[src/rtl/crithitz_pkg.sv]
// Shared types and defaults for the crit-hit overlay compositor.
// The display sequencer states and the default transparent key colour live here.
package crithitz_pkg;

    typedef enum logic [1:0] {
        ST_IDLE  = 2'd0,
        ST_SHOW  = 2'd1,
        ST_BLINK = 2'd2
    } ovl_state_t;

    localparam logic [11:0] KEY_COLOR_DEFAULT = 12'h000;

    // Frame counter width: enough bits to reach the longer of the two phases.
    function automatic int frame_cnt_width(input int show_frames, input int blink_frames);
        int longest;
        longest = (show_frames > blink_frames) ? show_frames : blink_frames;
        return (longest > 1) ? $clog2(longest) : 1;
    endfunction

endpackage

[src/rtl/crithitz_overlay_pipe_delay.sv]
// Fixed-latency shift register with synchronous clear, used to align the
// undelayed blank strobe with the pixel colour inputs.
module pipe_delay #(
    parameter int WIDTH = 1,
    parameter int DEPTH = 2
) (
    input  logic             clk,
    input  logic             srst,
    input  logic [WIDTH-1:0] din,
    output logic [WIDTH-1:0] dout
);

    generate
        if (DEPTH == 0) begin : g_bypass
            assign dout = din;
        end else begin : g_pipe
            logic [WIDTH-1:0] stage_reg [DEPTH];

            always_ff @(posedge clk) begin
                if (srst) begin
                    for (int i = 0; i < DEPTH; i++) begin
                        stage_reg[i] <= '0;
                    end
                end else begin
                    stage_reg[0] <= din;
                    for (int i = 1; i < DEPTH; i++) begin
                        stage_reg[i] <= stage_reg[i-1];
                    end
                end
            end

            assign dout = stage_reg[DEPTH-1];
        end
    endgenerate

endmodule

[src/rtl/crithitz_overlay.sv]
// Crit-hit sprite compositor: shows the sprite for SHOW_FRAMES, blinks it for
// BLINK_FRAMES, then goes idle; all state changes happen on the frame boundary.
module crithitz_overlay
    import crithitz_pkg::*;
#(
    parameter int          SHOW_FRAMES  = 60,
    parameter int          BLINK_FRAMES = 32,
    parameter int          BLINK_SHIFT  = 2,
    parameter logic [11:0] KEY_COLOR    = KEY_COLOR_DEFAULT,
    parameter int          PIPE_LAT     = 2
) (
    input  logic       vga_clk,
    input  logic       Reset,
    input  logic       hit_trigger,
    input  logic [9:0] DrawX,
    input  logic [9:0] DrawY,
    input  logic       blank,
    input  logic [3:0] bg_red,
    input  logic [3:0] bg_green,
    input  logic [3:0] bg_blue,
    input  logic [3:0] ovl_red,
    input  logic [3:0] ovl_green,
    input  logic [3:0] ovl_blue,
    output logic [3:0] red,
    output logic [3:0] green,
    output logic [3:0] blue,
    output logic       overlay_active
);

    localparam int               CNT_W      = frame_cnt_width(SHOW_FRAMES, BLINK_FRAMES);
    localparam logic [CNT_W-1:0] SHOW_LAST  = CNT_W'(SHOW_FRAMES - 1);
    localparam logic [CNT_W-1:0] BLINK_LAST = CNT_W'(BLINK_FRAMES - 1);

    ovl_state_t       state_reg;
    logic [CNT_W-1:0] frame_cnt_reg;
    logic [CNT_W-1:0] frame_cnt_inc;
    logic             pending_reg;
    logic             frame_vis_reg;
    logic             active_reg;
    logic             origin_reg;
    logic             at_origin;
    logic             frame_tick;
    logic             blank_d;
    logic [11:0]      bg_rgb;
    logic [11:0]      ovl_rgb;
    logic [11:0]      rgb_reg;

    // One tick per frame, even if the timing stage lingers on the origin.
    assign at_origin     = (DrawX == 10'd0) && (DrawY == 10'd0);
    assign frame_tick    = at_origin && !origin_reg;
    assign frame_cnt_inc = frame_cnt_reg + CNT_W'(1);

    assign bg_rgb  = {bg_red, bg_green, bg_blue};
    assign ovl_rgb = {ovl_red, ovl_green, ovl_blue};

    pipe_delay #(
        .WIDTH (1),
        .DEPTH (PIPE_LAT)
    ) u_blank_delay (
        .clk  (vga_clk),
        .srst (Reset),
        .din  (blank),
        .dout (blank_d)
    );

    // Sequencer; frame_vis is computed from the post-transition state so it
    // is fixed for the whole upcoming frame.
    always_ff @(posedge vga_clk) begin
        if (Reset) begin
            state_reg     <= ST_IDLE;
            frame_cnt_reg <= '0;
            pending_reg   <= 1'b0;
            frame_vis_reg <= 1'b0;
            active_reg    <= 1'b0;
            origin_reg    <= 1'b0;
        end else begin
            origin_reg <= at_origin;
            if (frame_tick) begin
                pending_reg <= 1'b0;
                if (pending_reg || hit_trigger) begin
                    state_reg     <= ST_SHOW;
                    frame_cnt_reg <= '0;
                    frame_vis_reg <= 1'b1;
                    active_reg    <= 1'b1;
                end else begin
                    case (state_reg)
                        ST_SHOW: begin
                            frame_vis_reg <= 1'b1;
                            if (frame_cnt_reg == SHOW_LAST) begin
                                state_reg     <= ST_BLINK;
                                frame_cnt_reg <= '0;
                            end else begin
                                frame_cnt_reg <= frame_cnt_inc;
                            end
                        end
                        ST_BLINK: begin
                            if (frame_cnt_reg == BLINK_LAST) begin
                                state_reg     <= ST_IDLE;
                                frame_cnt_reg <= '0;
                                frame_vis_reg <= 1'b0;
                                active_reg    <= 1'b0;
                            end else begin
                                frame_cnt_reg <= frame_cnt_inc;
                                frame_vis_reg <= !frame_cnt_inc[BLINK_SHIFT];
                            end
                        end
                        default: begin
                            state_reg     <= ST_IDLE;
                            frame_cnt_reg <= '0;
                            frame_vis_reg <= 1'b0;
                            active_reg    <= 1'b0;
                        end
                    endcase
                end
            end else if (hit_trigger) begin
                pending_reg <= 1'b1;
            end
        end
    end

    // Output mux: blanking wins, then a non-key sprite pixel, then the scene.
    always_ff @(posedge vga_clk) begin
        if (Reset) begin
            rgb_reg <= '0;
        end else if (!blank_d) begin
            rgb_reg <= '0;
        end else if (frame_vis_reg && (ovl_rgb != KEY_COLOR)) begin
            rgb_reg <= ovl_rgb;
        end else begin
            rgb_reg <= bg_rgb;
        end
    end

    assign red            = rgb_reg[11:8];
    assign green          = rgb_reg[7:4];
    assign blue           = rgb_reg[3:0];
    assign overlay_active = active_reg;

endmodule

[config.mk]
export PLATFORM = sky130hd
export DESIGN_NAME = crithitz_overlay
export DESIGN_NICKNAME = d
export VERILOG_FILES = /design/src/rtl/crithitz_pkg.sv /design/src/rtl/crithitz_overlay_pipe_delay.sv /design/src/rtl/crithitz_overlay.sv
export SDC_FILE = /design/constraint.sdc
export NUM_CORES = 1
export LEC_CHECK = 0
export ABC_AREA = 1
export CAP_MARGIN = 10
export CORE_UTILIZATION = 44
export CTS_CLUSTER_DIAMETER = 40
export DETAILED_ROUTE_END_ITERATION = 8
export MAX_ROUTING_LAYER = met4
export PLACE_DENSITY = 0.92
export SYNTH_ARGS = -nofsm -noshare
export SYNTH_HDL_FRONTEND = slang
export SYNTH_SLANG_ARGS = --single-unit
[constraint.sdc]
create_clock -name vga_clk -period 2.32 [get_ports vga_clk]
set_clock_uncertainty 0.05 [all_clocks]
set_input_delay 0.232 -clock vga_clk [delete_from_list [all_inputs] [get_ports vga_clk]]
set_output_delay 0.232 -clock vga_clk [all_outputs]
set_load 0.01 [all_outputs]
# Word level (Yosys, flattened, before mapping)
# Memory sizes are Yosys's and may differ from the RTL's.
# Index checks and enable logic that the tools add are counted.
# classes
n_bitwise	3
eq_ne	7
n_reduce_logical	13
n_mux	20
addsub	1
# op_table
op	n
10-bit logical NOT	2
6-bit two-way mux	3
12-bit two-way mux	1
6-bit one-hot mux with 2 select lines	1
12-bit nonzero test	1
1-bit two-way mux	9
6-bit by 1-bit adder with 6-bit output, second input constant	1
6-bit by 5-bit == test with 1-bit output, second input constant	1
6-bit == test, second input constant	1
2-bit two-way mux	3
3-bit != test, second input constant	2
3-bit AND reduction	2
1-bit one-hot mux with 2 select lines	2
2-bit one-hot mux with 2 select lines	1
2-bit OR reduction	2
1-bit logical AND	3
2-bit by 1-bit == test with 1-bit output, second input constant	1
2-bit == test, second input constant	1
1-bit logical NOT	2
2-bit != test, second input constant	1
1-bit OR	2
1-bit logical OR	1
1-bit NOT	1
# word_totals
ff_bits	24
mem_bits_rw	2
n_memories	1
# mem_list
name	depth	width	read_ports	rd_clocked_by_memory_dff	write_ports	line_no	rtl
u_blank_delay.g_pipe.stage_reg	2	1	2	0	2	crithitz_overlay_pipe_delay.sv:17	logic [WIDTH-1:0] stage_reg [DEPTH];

# Longest topological paths before layout
# depth
ltp_word	5
ltp_mapped	10
mapped_depth_nobuf	10

# Cells and area by module
# From an unflattened synthesis, not the netlist that was laid out.
# unflattened
hier_cells	224
area_unflattened_um2	1436.4
# modules_own_cells
module	instances	area_per_inst_um2	cells_each
crithitz_overlay	1	1381.3	218
pipe_delay	1	55.1	6

# Least setup slack after synthesis
# OpenSTA, ideal clock, no wires.
# synth_path
path_kind	register to register
start	register frame_cnt_reg[0]
end	register frame_cnt_reg[4]
required_ns	2.160
setup_time_ns	0.110
setup_slack_ns	1.004
path_buffers	0
synth_period_minus_slack_ns	1.316
stages_incl_launch_ff	11
t_arrival_ns	1.155
cell_sequence	dfxtp_1 > ha_1 > nand2_2 > nor2_2 > nand2_2 > nand3_2 > nand2_2 > nand2_1 > nand2_1 > nand2_1 > nor2_1
# synth_between
elab_chain_len	4
elab_cells_between_ends	7
# synth_rtl
element	line_no	rtl
start, declared	crithitz_overlay.sv:35	logic [CNT_W-1:0] frame_cnt_reg;
start signal, assigned	crithitz_overlay.sv:93	frame_cnt_reg <= frame_cnt_inc;
start signal, assigned	crithitz_overlay.sv:103	frame_cnt_reg <= frame_cnt_inc;
6-bit by 1-bit adder with 6-bit output (tied with other cells)	crithitz_overlay.sv:51	assign frame_cnt_inc = frame_cnt_reg + CNT_W'(1);
6-bit two-way mux, on equally long branches	crithitz_overlay.sv:97, crithitz_overlay.sv:89	
6-bit one-hot mux with 2 select lines (*)	crithitz_overlay.sv:86	case (state_reg)
6-bit two-way mux (*)	crithitz_overlay.sv:80	if (pending_reg || hit_trigger) begin
# Every way passes the cells marked *; elsewhere a longest branch is shown, timed or not.
# A chain may end at the register's enable or synchronous reset.

# Final worst setup path
# layout_path
start	register active_reg (netlist: overlay_active)
end	output port overlay_active
# layout_lines
element	line_no	rtl
start, declared	crithitz_overlay.sv:39	logic active_reg;
start signal, assigned	crithitz_overlay.sv:74	active_reg <= 1'b0;
start signal, assigned	crithitz_overlay.sv:84	active_reg <= 1'b1;
start signal, assigned	crithitz_overlay.sv:101	active_reg <= 1'b0;
end, declared	crithitz_overlay.sv:27	output logic overlay_active
# No word-level cell between the ends.

==> results.yml <==
sta:
  worst_pin_slew_ps: 333.6
  period_share_pct: 65.38
  fin_crit_ps: 1517
  setup_viol: 0
  setup_tns_ps: 0
  timing.fmax_mhz: 659.3
  whs_ps: 360.3
  rsz0062_at_grt: "false"
  final-hold-violation-count: 0
  relSlewSlack_pct: 77.73
  drv_slew: 0
route:
  met1_length_um: 1368
  wl_met2_um: 1620
  routedWlPerCell_um: 11.12
  wl_um: 3281
  drt_iter0_drc: 44
  first_pass_iters: 6
  post-route-drc-count: 8
  met3WireLength_um: 269
  drtAntennaViolNets: 0
  routed_via_density: 4.776
  vias: 1409
  maxUsedRoutingLayer: "met4"
critical_path:
  path_depth: 1
  cp-endpoint: "overlay_active"
  r2r-end: "frame_cnt_reg[5]"
  rr_startpoint: "frame_cnt_reg[0]"
  critPathCaptureType: "output pin"
  worst_ep_arrival_time_ps: 1230
  slowest_stage: "clkdlybuf4s50_1"
  crit_fanout: 2
  reg2reg_depth: 10
  cp-start-kind: "flip-flop"
  cp-startpoint: "overlay_active"
  crit_family: "buffers and inverters"
  path_cells: "clkdlybuf4s50_1"
  crit_buf_inv: 1
  max_stage_delay_ps: 540
  worst-setup-path-type: "flip-flop to output pin"
  r2r_slack_ps: 840
  worst_ep_required_time_ps: 2040
cts:
  cts_root_buf: "clkbuf_4"
  ctsHoldBuffers: 0
  clock_latency_ps: 330
  clk_pin_slew_ps: 150
  cts.sinks: 26
  numCtsBuffers: 3
  cts_setup_buffers: 0
  clock_path_buffers: 2
  htree_levels: 1
  cts_tree: "yes"
  ctsResizeCount: 0
run_status:
  violations: "design-rule violations"
  status: "finished, violations left"
finish:
  antenna_cells: 0
  seq_area_um2: 520.5
  area_growth_pct: 48.76
  largest_reg_flops: 12
  multi_input_area_um2: 723.2
  fillers: 231
  nets: 316
  drive_gt1_share_pct: 6.818
yosys:
  synthArstFlopShare_pct: 0
  yosys_warnings: 0
  ys_types: 24
  synth_flop_cell: "dfxtp_1"
  synth_seq_cells: 26
  synthCells: 202
  syn_nets: 253
  yosysSeqAreaShare_pct: 38.13
  syn_area_um2: 1365
  synth_edf_count: 0
  avgSynthCellArea_um2: 6.758
power_and_ir_drop:
  pwr_density_cell_nw_per_um2: 441.2
  p_int_w: 0.0007149
  ir_drop_mv: 0.2891
  p_sw_w: 0.0001810
  pwr-share-clk_pct: 35.1
  switching_share_pct: 20.21
  power_frac_seq_pct: 50.8
  p_leak_nw: 0.8720
  p_comb_share_pct: 14.1
grt:
  grt_pass1_wl_um: 5554
  antenna_found_initial: 0
  grt_usage_pct: 21.59
  grt_max_degree: 19
  grt_pass1_vias: 1403
  grt-ovfl-total: 0
hold_path:
  hold_path.class: "primary input to flip-flop"
  hp-start: "blank"
  hold_path_depth: 3
placement:
  hpwl_um: 2551
  port_buffers: 60
  place.gp.congestion: 0.8380
job:
  maxCapViolations: 0
die:
  ios: 61
  fp-row-count: 19
  die_w_um: 57.70
  dieArea_um2: 3329
  initial_core_util_pct: 47.85
  die_h_um: 57.70
  core_um2: 2853
==> tightest hold or removal path, cell delays in order <==
cell and delay (ps):
clkdlybuf4s50_1 400, inv_1 50, nor2_1 30
==> per-stage QoR <==
step | setup slack (ps) | instances | util [%] | total power, W | cell area, um^2
finish | 803.2 | 295 | 71.18 | 0.0008959 | 2031
global route | 678.5 | 295 | 71.18 | 0.0009242 | 2031
CTS | 793.5 | 295 | 71.18 | 0.0008981 | 2031
detailed placement | 545.6 | 291 | 69.34 | 0.0005907 | 1978
global placement | 584.7 | 291 | 69.34 | 0.0005893 | 1978
floorplan | 1004 | 202 | - | 0.0004973 | 1365
==> cells in the mapped netlist (2+ instances only) <==
master / instances / area (um^2)
nand3_1: 8 / 40.04
nand4_1: 4 / 25.02
dfxtp_1: 26 / 520.5
o21ai_0: 5 / 25.02
nor2_1: 60 / 225.2
ha_1: 3 / 37.54
a21oi_1: 2 / 10.01
o21bai_1: 7 / 52.55
nor2_4: 2 / 22.52
nand2_2: 4 / 25.02
nor2_2: 4 / 25.02
nor3_1: 2 / 10.01
nand2_1: 41 / 153.9
inv_1: 24 / 90.09
==> cells by family (layout without fill, tap and decap cells) <==
group                      count (synthesis)  after routing  share of synthesized area [%]
adders and majority gates                  3              3                          2.750
buffers and inverters                     27             89                          8.890
xor gates and xnor gates                   1              1                         0.6417
DFF                                       26             26                          38.13
AOI/OAI and AO/OA                         15             15                          6.966
and+or+nand+nor                          130            130                          42.62
==> how the worst min path moves through the flow <==
stage	end
after global placement	u_blank_delay.g_pipe.stage_reg[0][1]
final	u_blank_delay.g_pipe.stage_reg[0][0]
after floorplan	u_blank_delay.g_pipe.stage_reg[0][0]
after global routing	u_blank_delay.g_pipe.stage_reg[0][0]
after detailed placement	u_blank_delay.g_pipe.stage_reg[0][1]
after CTS	u_blank_delay.g_pipe.stage_reg[0][0]
==> power groups by stage <==
stage	logic (W)	clock network, W	registers (W)
CTS	0.000127	0.000316	0.000455
detailed placement	0.000126	0	0.000464
global placement	0.000125	0	0.000464
finish	0.000127	0.000315	0.000455
global route	0.000138	0.000331	0.000456
floorplan	0.0000311	0	0.000466
==> cell type report <==
| class | count | share of cell area (%) |
|---|---|---|
| Clock buffer | 3 | 1.109 |
| Tap cell | 31 | 1.910 |
| Inverter | 25 | 4.683 |
| Timing Repair Buffer | 60 | 29.57 |
| Multi-Input combinational cell | 149 | 35.61 |
| Clock inverter | 1 | 1.479 |
| Sequential cell | 26 | 25.63 |
==> cell usage in the layout, fill, tap and decap left out <==
cell and count:
nand3_2 1, inv_1 24, a21oi_1 2, nor3_1 2, o21bai_1 7, clkinv_2 1
nand4_1 4, nand3_1 8, bufinv_16 1, nor2_4 2, clkdlybuf4s50_1 60, and2_1 1
nand4_4 1, nand2_1 41, nor2_1 60, o21ai_0 5, a21o_1 1, clkbuf_4 3
dfxtp_1 26, nor4_1 1, nand2_2 4, ha_1 3, nor2_2 4, xnor2_1 1
nand2_4 1
==> per-layer routing <==
layer | GRT usage (%) | up-vias
met5 | - | -
met4 | 7.483 | 0
met3 | 4.464 | 3
met2 | 40.03 | 48
met1 | 22.59 | 613
li1 | - | 745
No activity file was read; power rests on OpenSTA's default activity.
